File: src/rtl/i2s_dac_transmitter.sv
// I2S DAC transmitter: buffers stereo frames from the CLK domain and shifts them out on AUD_DACDAT
// against the codec-mastered AUD_BCLK / AUD_DACLRCK. Optional macro: I2S_TX_REPEAT_LAST_EN.
module i2s_dac_transmitter #(
  parameter int DATA_WIDTH  = 24,
  parameter int FIFO_DEPTH  = 4,
  parameter int SYNC_STAGES = 2
) (
  input  logic                               CLK,
  input  logic                               RESET,
  input  logic                               AUD_BCLK,
  input  logic                               AUD_DACLRCK,
  output logic                               AUD_DACDAT,
  input  logic [31:0]                        in_left,
  input  logic [31:0]                        in_right,
  input  logic                               in_valid,
  output logic                               in_ready,
  output logic [$clog2(FIFO_DEPTH+1)-1:0]    fifo_level,
  output logic                               underrun,
  input  logic                               underrun_clr,
  output logic [1:0]                         dbg_state
);

  localparam int LW = $clog2(FIFO_DEPTH + 1);
  localparam int PW = $clog2(FIFO_DEPTH);

  typedef enum logic [1:0] {
    ST_SYNC  = 2'd0,
    ST_LEFT  = 2'd1,
    ST_RIGHT = 2'd2
  } state_t;

  state_t state;

  logic [SYNC_STAGES-1:0] bclk_sync;
  logic [SYNC_STAGES-1:0] lrck_sync;
  logic                   bclk_s;
  logic                   lrck_s;
  logic                   bclk_prev;
  logic                   lrck_d;
  logic                   lrck_last;
  logic                   fe;
  logic                   to_left;
  logic                   to_right;

  logic [2*DATA_WIDTH-1:0] mem [FIFO_DEPTH];
  logic [PW-1:0]           wr_ptr;
  logic [PW-1:0]           rd_ptr;
  logic                    fifo_empty;
  logic                    push;
  logic                    pop;
  logic                    underrun_set;

  logic [DATA_WIDTH-1:0] frame_left;
  logic [DATA_WIDTH-1:0] frame_right;
  logic [DATA_WIDTH-1:0] shift_reg;
  logic [DATA_WIDTH-1:0] head_left;
  logic [DATA_WIDTH-1:0] head_right;
  logic [DATA_WIDTH-1:0] entry_left;
  logic [DATA_WIDTH-1:0] entry_right;

  always_ff @(posedge CLK) begin
    if (RESET) begin
      bclk_sync <= '0;
      lrck_sync <= '0;
      bclk_prev <= 1'b0;
      lrck_d    <= 1'b0;
    end else begin
      bclk_sync <= {bclk_sync[SYNC_STAGES-2:0], AUD_BCLK};
      lrck_sync <= {lrck_sync[SYNC_STAGES-2:0], AUD_DACLRCK};
      bclk_prev <= bclk_s;
      lrck_d    <= lrck_s;
    end
  end

  assign bclk_s = bclk_sync[SYNC_STAGES-1];
  assign lrck_s = lrck_sync[SYNC_STAGES-1];
  assign fe     = bclk_prev & ~bclk_s;

  // LRCK moves on the BCLK falling edge; looking at it one CLK late makes each fe see the
  // level from before that edge, which yields the one-bit I2S delay.
  assign to_left  = fe && (lrck_d != lrck_last) && !lrck_d;
  assign to_right = fe && (lrck_d != lrck_last) && lrck_d;

  // Handshake: a frame transfers on every CLK where in_valid and in_ready are both high;
  // in_ready is low only while the FIFO is full or RESET is asserted.
  assign in_ready     = !RESET && (fifo_level != LW'(FIFO_DEPTH));
  assign push         = in_valid && in_ready;
  assign fifo_empty   = (fifo_level == '0);
  assign pop          = to_left && !fifo_empty;
  assign underrun_set = to_left && fifo_empty;

  assign head_left  = mem[rd_ptr][2*DATA_WIDTH-1:DATA_WIDTH];
  assign head_right = mem[rd_ptr][DATA_WIDTH-1:0];

  always_comb begin
    entry_left  = head_left;
    entry_right = head_right;
    if (fifo_empty) begin
`ifdef I2S_TX_REPEAT_LAST_EN
      entry_left  = frame_left;
      entry_right = frame_right;
`else
      entry_left  = '0;
      entry_right = '0;
`endif
    end
  end

  always_ff @(posedge CLK) begin
    if (push) begin
      mem[wr_ptr] <= {in_left[31 -: DATA_WIDTH], in_right[31 -: DATA_WIDTH]};
    end
  end

  always_ff @(posedge CLK) begin
    if (RESET) begin
      wr_ptr     <= '0;
      rd_ptr     <= '0;
      fifo_level <= '0;
    end else begin
      if (push) wr_ptr <= wr_ptr + PW'(1);
      if (pop)  rd_ptr <= rd_ptr + PW'(1);
      case ({push, pop})
        2'b10:   fifo_level <= fifo_level + LW'(1);
        2'b01:   fifo_level <= fifo_level - LW'(1);
        default: fifo_level <= fifo_level;
      endcase
    end
  end

  // A set in the same CLK as a clear wins, so no underrun event is lost.
  always_ff @(posedge CLK) begin
    if (RESET)             underrun <= 1'b0;
    else if (underrun_set) underrun <= 1'b1;
    else if (underrun_clr) underrun <= 1'b0;
  end

  always_ff @(posedge CLK) begin
    if (RESET) begin
      state       <= ST_SYNC;
      lrck_last   <= 1'b0;
      frame_left  <= '0;
      frame_right <= '0;
      shift_reg   <= '0;
      AUD_DACDAT  <= 1'b0;
    end else if (fe) begin
      lrck_last <= lrck_d;
      if (to_left) begin
        state       <= ST_LEFT;
        frame_left  <= entry_left;
        frame_right <= entry_right;
        AUD_DACDAT  <= entry_left[DATA_WIDTH-1];
        shift_reg   <= {entry_left[DATA_WIDTH-2:0], 1'b0};
      end else begin
        case (state)
          ST_SYNC: begin
            AUD_DACDAT <= 1'b0;
          end
          ST_LEFT: begin
            if (to_right) begin
              state      <= ST_RIGHT;
              AUD_DACDAT <= frame_right[DATA_WIDTH-1];
              shift_reg  <= {frame_right[DATA_WIDTH-2:0], 1'b0};
            end else begin
              AUD_DACDAT <= shift_reg[DATA_WIDTH-1];
              shift_reg  <= {shift_reg[DATA_WIDTH-2:0], 1'b0};
            end
          end
          ST_RIGHT: begin
            AUD_DACDAT <= shift_reg[DATA_WIDTH-1];
            shift_reg  <= {shift_reg[DATA_WIDTH-2:0], 1'b0};
          end
          default: begin
            state      <= ST_SYNC;
            AUD_DACDAT <= 1'b0;
          end
        endcase
      end
    end
  end

  assign dbg_state = state;

  if (DATA_WIDTH < 32) begin : g_unused_lsbs
    logic unused_lsbs;
    assign unused_lsbs = ^{in_left[31-DATA_WIDTH:0], in_right[31-DATA_WIDTH:0]};
  end

endmodule
File: config.mk
export PLATFORM = sky130hd
export DESIGN_NAME = i2s_dac_transmitter
export DESIGN_NICKNAME = d
export VERILOG_FILES = /design/src/rtl/i2s_dac_transmitter.sv
export SDC_FILE = /design/constraint.sdc
export NUM_CORES = 1
export LEC_CHECK = 0
export ABC_AREA = 1
export CORE_ASPECT_RATIO = 2
export CORE_MARGIN = 2
export CORE_UTILIZATION = 55
export DETAILED_ROUTE_END_ITERATION = 7
export PLACE_DENSITY = 0.75
export SLEW_MARGIN = 20
export SYNTH_ARGS = -nofsm -noshare
export SYNTH_HDL_FRONTEND = slang
export SYNTH_SLANG_ARGS = --single-unit
File: constraint.sdc
create_clock -name CLK -period 9.75 [get_ports CLK]
set_clock_uncertainty 0.2 [all_clocks]
set_input_delay 1.95 -clock CLK [delete_from_list [all_inputs] [get_ports CLK]]
set_output_delay 1.95 -clock CLK [all_outputs]
set_load 0.01 [all_outputs]
==> summary.txt <==
Route
  – Final WL: around 22000 um
  – Drt drc: 0
  – Initial DRC count: about 520
  – TritonRoute pass-1 iters: 5
  – ANT nets after route: 0
  – Drt wl/cell: about 16 um
  – Vias: roughly 7500
  – Routed vias/inst: around 5.2

Global route
  – Largest net degree at the start of global routing: 97
  – Gr busiest metal: met2
  – Met3 Use GR: 2.44%
  – GRT Residual Overflow: 0
  – Met1 Usage GRT: 25.6%
  – GR Util met2: approximately two fifths
  – First-pass GRT wire length: between 30000 and 40000 um
  – Tot GR Track Use: between 20 and 25%
  – Initial antenna violation count: 0
  – Vias in the first global route: between 7000 and 8000

Worst hold path
  – Hold Path Class: reg -> reg
  – Hold wc startpoint: lrck_sync[0]
  – Cells on Worst Hold Path: 2
  – Hold Path Sink: lrck_sync[1]

STA
  – Final Slew Violations: 0
  – Period utilization: between 50% and 60%
  – Final Critical Period: ~5.7 ns
  – Relative slew slack: between 30 and 40%
  – RSZ-0062 raised after global routing: false
  – Slew @ Worst Pin: approximately 0.99 ns
  – Final Hold Slack: about 0.22 ns
  – Achievable Freq: 176 MHz
  – Final setup fails: 0
  – Fin. Hold Viols: 0
  – Final WS setup: about 4.1 ns
  – Final setup TNS: 0 ns

Floorplanning
  – Chip height: 203 um
  – # IOs: slightly below 80
  – Core ar.: ~19000 sq um
  – Initial Util: 56.1%
  – # rows: 72
  – Chip width: about 100 um
  – Die outline area: around 21000 sq um

Placement
  – Final Wtd Congestion: 0.820
  – Post-DP Area: 11600 sq um
  – Placed cells: between 1000 and 1500
  – DP Worst Slack: roughly 4 ns
  – Final HPWL DP: 13000 um
  – Port Buffers: roughly 60

Clock tree
  – Post-CTS Resized: 0
  – CTS Hold Bufs: 0
  – Clk_lat worst skew: 0.51 ns
  – Clock slew at reported path FFs: 0.06 ns
  – CTS max path bufs: 3
  – CTS tree: yes
  – Setup Fix Bufs, Post-CTS: 0
  – H-tree Lvls: 1
  – TritonCTS Buffers: 23
  – Clk root buf: clkbuf_16
  – CTS sink cnt: 259

Logic synthesis
  – Sequential share of the synthesized area: between 60% and 70%
  – Simple-gate area share of the yosys netlist: 17.9%
  – Cell taking the most area after synthesis: edfxtp_1
  – Synth Area in XOR/XNOR: 0%
  – Fraction of the mapped netlist area in adder cells: under 10%
  – Post-synthesis mux area share: 0%
  – Mapped cell area: ~11000 sq um
  – EDFF count, synth: ~190
  – Area contributors post-synth: edfxtp_1 (53%), dfxtp_1 (12%), nand2_1 (10%), inv_1 (6.4%), nand3_1 (4.4%)
  – Post-synthesis net count: around 1200
  – Dominant synthesized flop cell: edfxtp_1
  – Netlist cell types: 25
  – Synth Area in Compound Gates: under 10%
  – Main combinational cell family by area after synthesis: simple AND/OR/NAND/NOR gates
  – Cell with the most instances after synthesis: nand2_1
  – Synthesis Warnings: 0
  – Top cells by count, synth: nand2_1 (301), edfxtp_1 (192), inv_1 (186), nand3_1 (95), nor2_1 (72)
  – Yosys reg bits: 259
  – Async set-reset flop share out of synthesis: 0%
  – Post-synth top area share: 53.0%
  – Synthesized area per cell: between 9 and 10 sq um
  – Syn Inst Count: 1130

Critical path
  – Endpoint class of the critical path: primary output
  – CP cell instances: clkdlybuf4s50_1, buf_4, a31oi_1, clkdlybuf4s50_1
  – Critical path peak fanout: 37
  – Critical path's largest stage delay: 0.61 ns
  – Bufs and invs on worst path: 3
  – Worst path slowest cell: clkdlybuf4s50_1
  – Startpoint Class: input pin
  – Critical Path AT: ~3.6 ns
  – Crit path required time: between 7 and 8 ns
  – Worst r2r src: lrck_last
  – Crit path kind: in -> out
  – R2R setup slack: 6.84 ns
  – Delay-heaviest family, CP: buffers and inverters
  – Crit-path most repeated cell: clkdlybuf4s50_1
  – Worst Reg-to-Reg Cells: 5
  – Worst reg2reg path endpoint: shift_reg[5]

Power
  – Pint: around 1.7 mW
  – Pwr dens: 173 nW/um^2
  – Net Sw Frac: between 10% and 20%
  – P_sw: between 0.4 and 0.5 mW
  – Register share of total power: 56.6%
  – Worst vdd ir: around 0.15 mV
  – Combinational share of power: ~3.6%
  – LEAKAGE: between 4 and 5 nW
  – Clock Power Share: between 30% and 40%

Layout
  – Fillers: between 1500 and 2000
  – FF/Latch Area: 7110 sq um
  – Area growth, synth to finish: 13.6%
  – Footprint of the multi-input gates: 2830 sq um
  – Antenna cells: 0
  – Max FFs per register: about 190
  – Nets@finish: 1246
  – Share of post-route cells with drive strength above 1: under 10%
  – Fin cells: approximately 1400
  – Finished layout cell area: approximately 12000 sq um

Job
  – Max-Cap Viols: 0

Outcome
  – Status: complete, no violations
-- how the worst max path moves through the flow --
stage,start,end,slack [ns],cells past startpoint
2_1_floorplan,RESET,mem[0][0],4.32,4
3_3_place_gp,RESET,in_ready,4.03,4
3_5_place_dp,RESET,in_ready,4.02,4
4_1_cts,RESET,in_ready,4.02,4
5_1_grt,RESET,in_ready,3.93,4
6_report,RESET,in_ready,4.05,4
-- placed cells by master (no fill, tap or decap), drive strengths merged --
cell type,synthesis,routed
clkbuf,31,29
buf,27,9
nor3,1,1
ha,8,8
o21bai,1,1
nand2,301,301
o22ai,24,24
clkinvlp,0,2
bufinv,0,1
a21oi,58,58
a31oi,1,1
nor2,75,75
o21ai,56,56
nor3b,1,1
inv,188,188
nand4,3,3
clkinv,0,8
edfxtp,192,192
nand3,95,95
clkdlybuf4s50,0,61
fa,1,1
dfxtp,67,67
-- metrics by stage --
step,utilization [%],total power [mW]
CTS,63.8,2.16
finish,63.8,2.14
global route,63.8,2.20
global placement,60.1,1.31
floorplan,-,1.26
detailed placement,60.1,1.31
-- power by group through the flow --
stage	sequential, mW	clock (mW)	combinational, mW
4_1_cts	1.21	0.868	0.0779
2_1_floorplan	1.23	0	0.0304
3_5_place_dp	1.23	0	0.0776
6_report	1.21	0.851	0.0766
5_1_grt	1.21	0.909	0.0847
3_3_place_gp	1.23	0	0.0754
-- final cells by class --
| class | count | area share (%) |
|---|---|---|
| clock inverter | 11 | 0.659 |
| timing repair buffer | 70 | 5.49 |
| tap | 259 | 2.62 |
| multi-input combinational | 625 | 22.9 |
| inverter | 188 | 5.71 |
| clock buffer | 29 | 5.01 |
| sequential | 259 | 57.6 |
-- logic make-up after synthesis --
logic type,Yosys count
AO/OA/AOI/OAI,140
adder cells (fa/ha/maj),9
buffers and inverters,246
flip-flops,259
AND/OR/NAND/NOR,476
-- worst min-delay path, cell delays in order (launching register included) --
cell	delay, ns
dfxtp_1	0.30
inv_1	0.05
nor2_1	0.04
-- per-layer routing --
layer  up-vias  part of all wire, %
met5         -                    0
met4         0                  4.0
met3        62                  3.7
met2       174                   55
met1      3603                   37
li1       3707                    -
No activity file was read; power rests on OpenSTA's default activity.
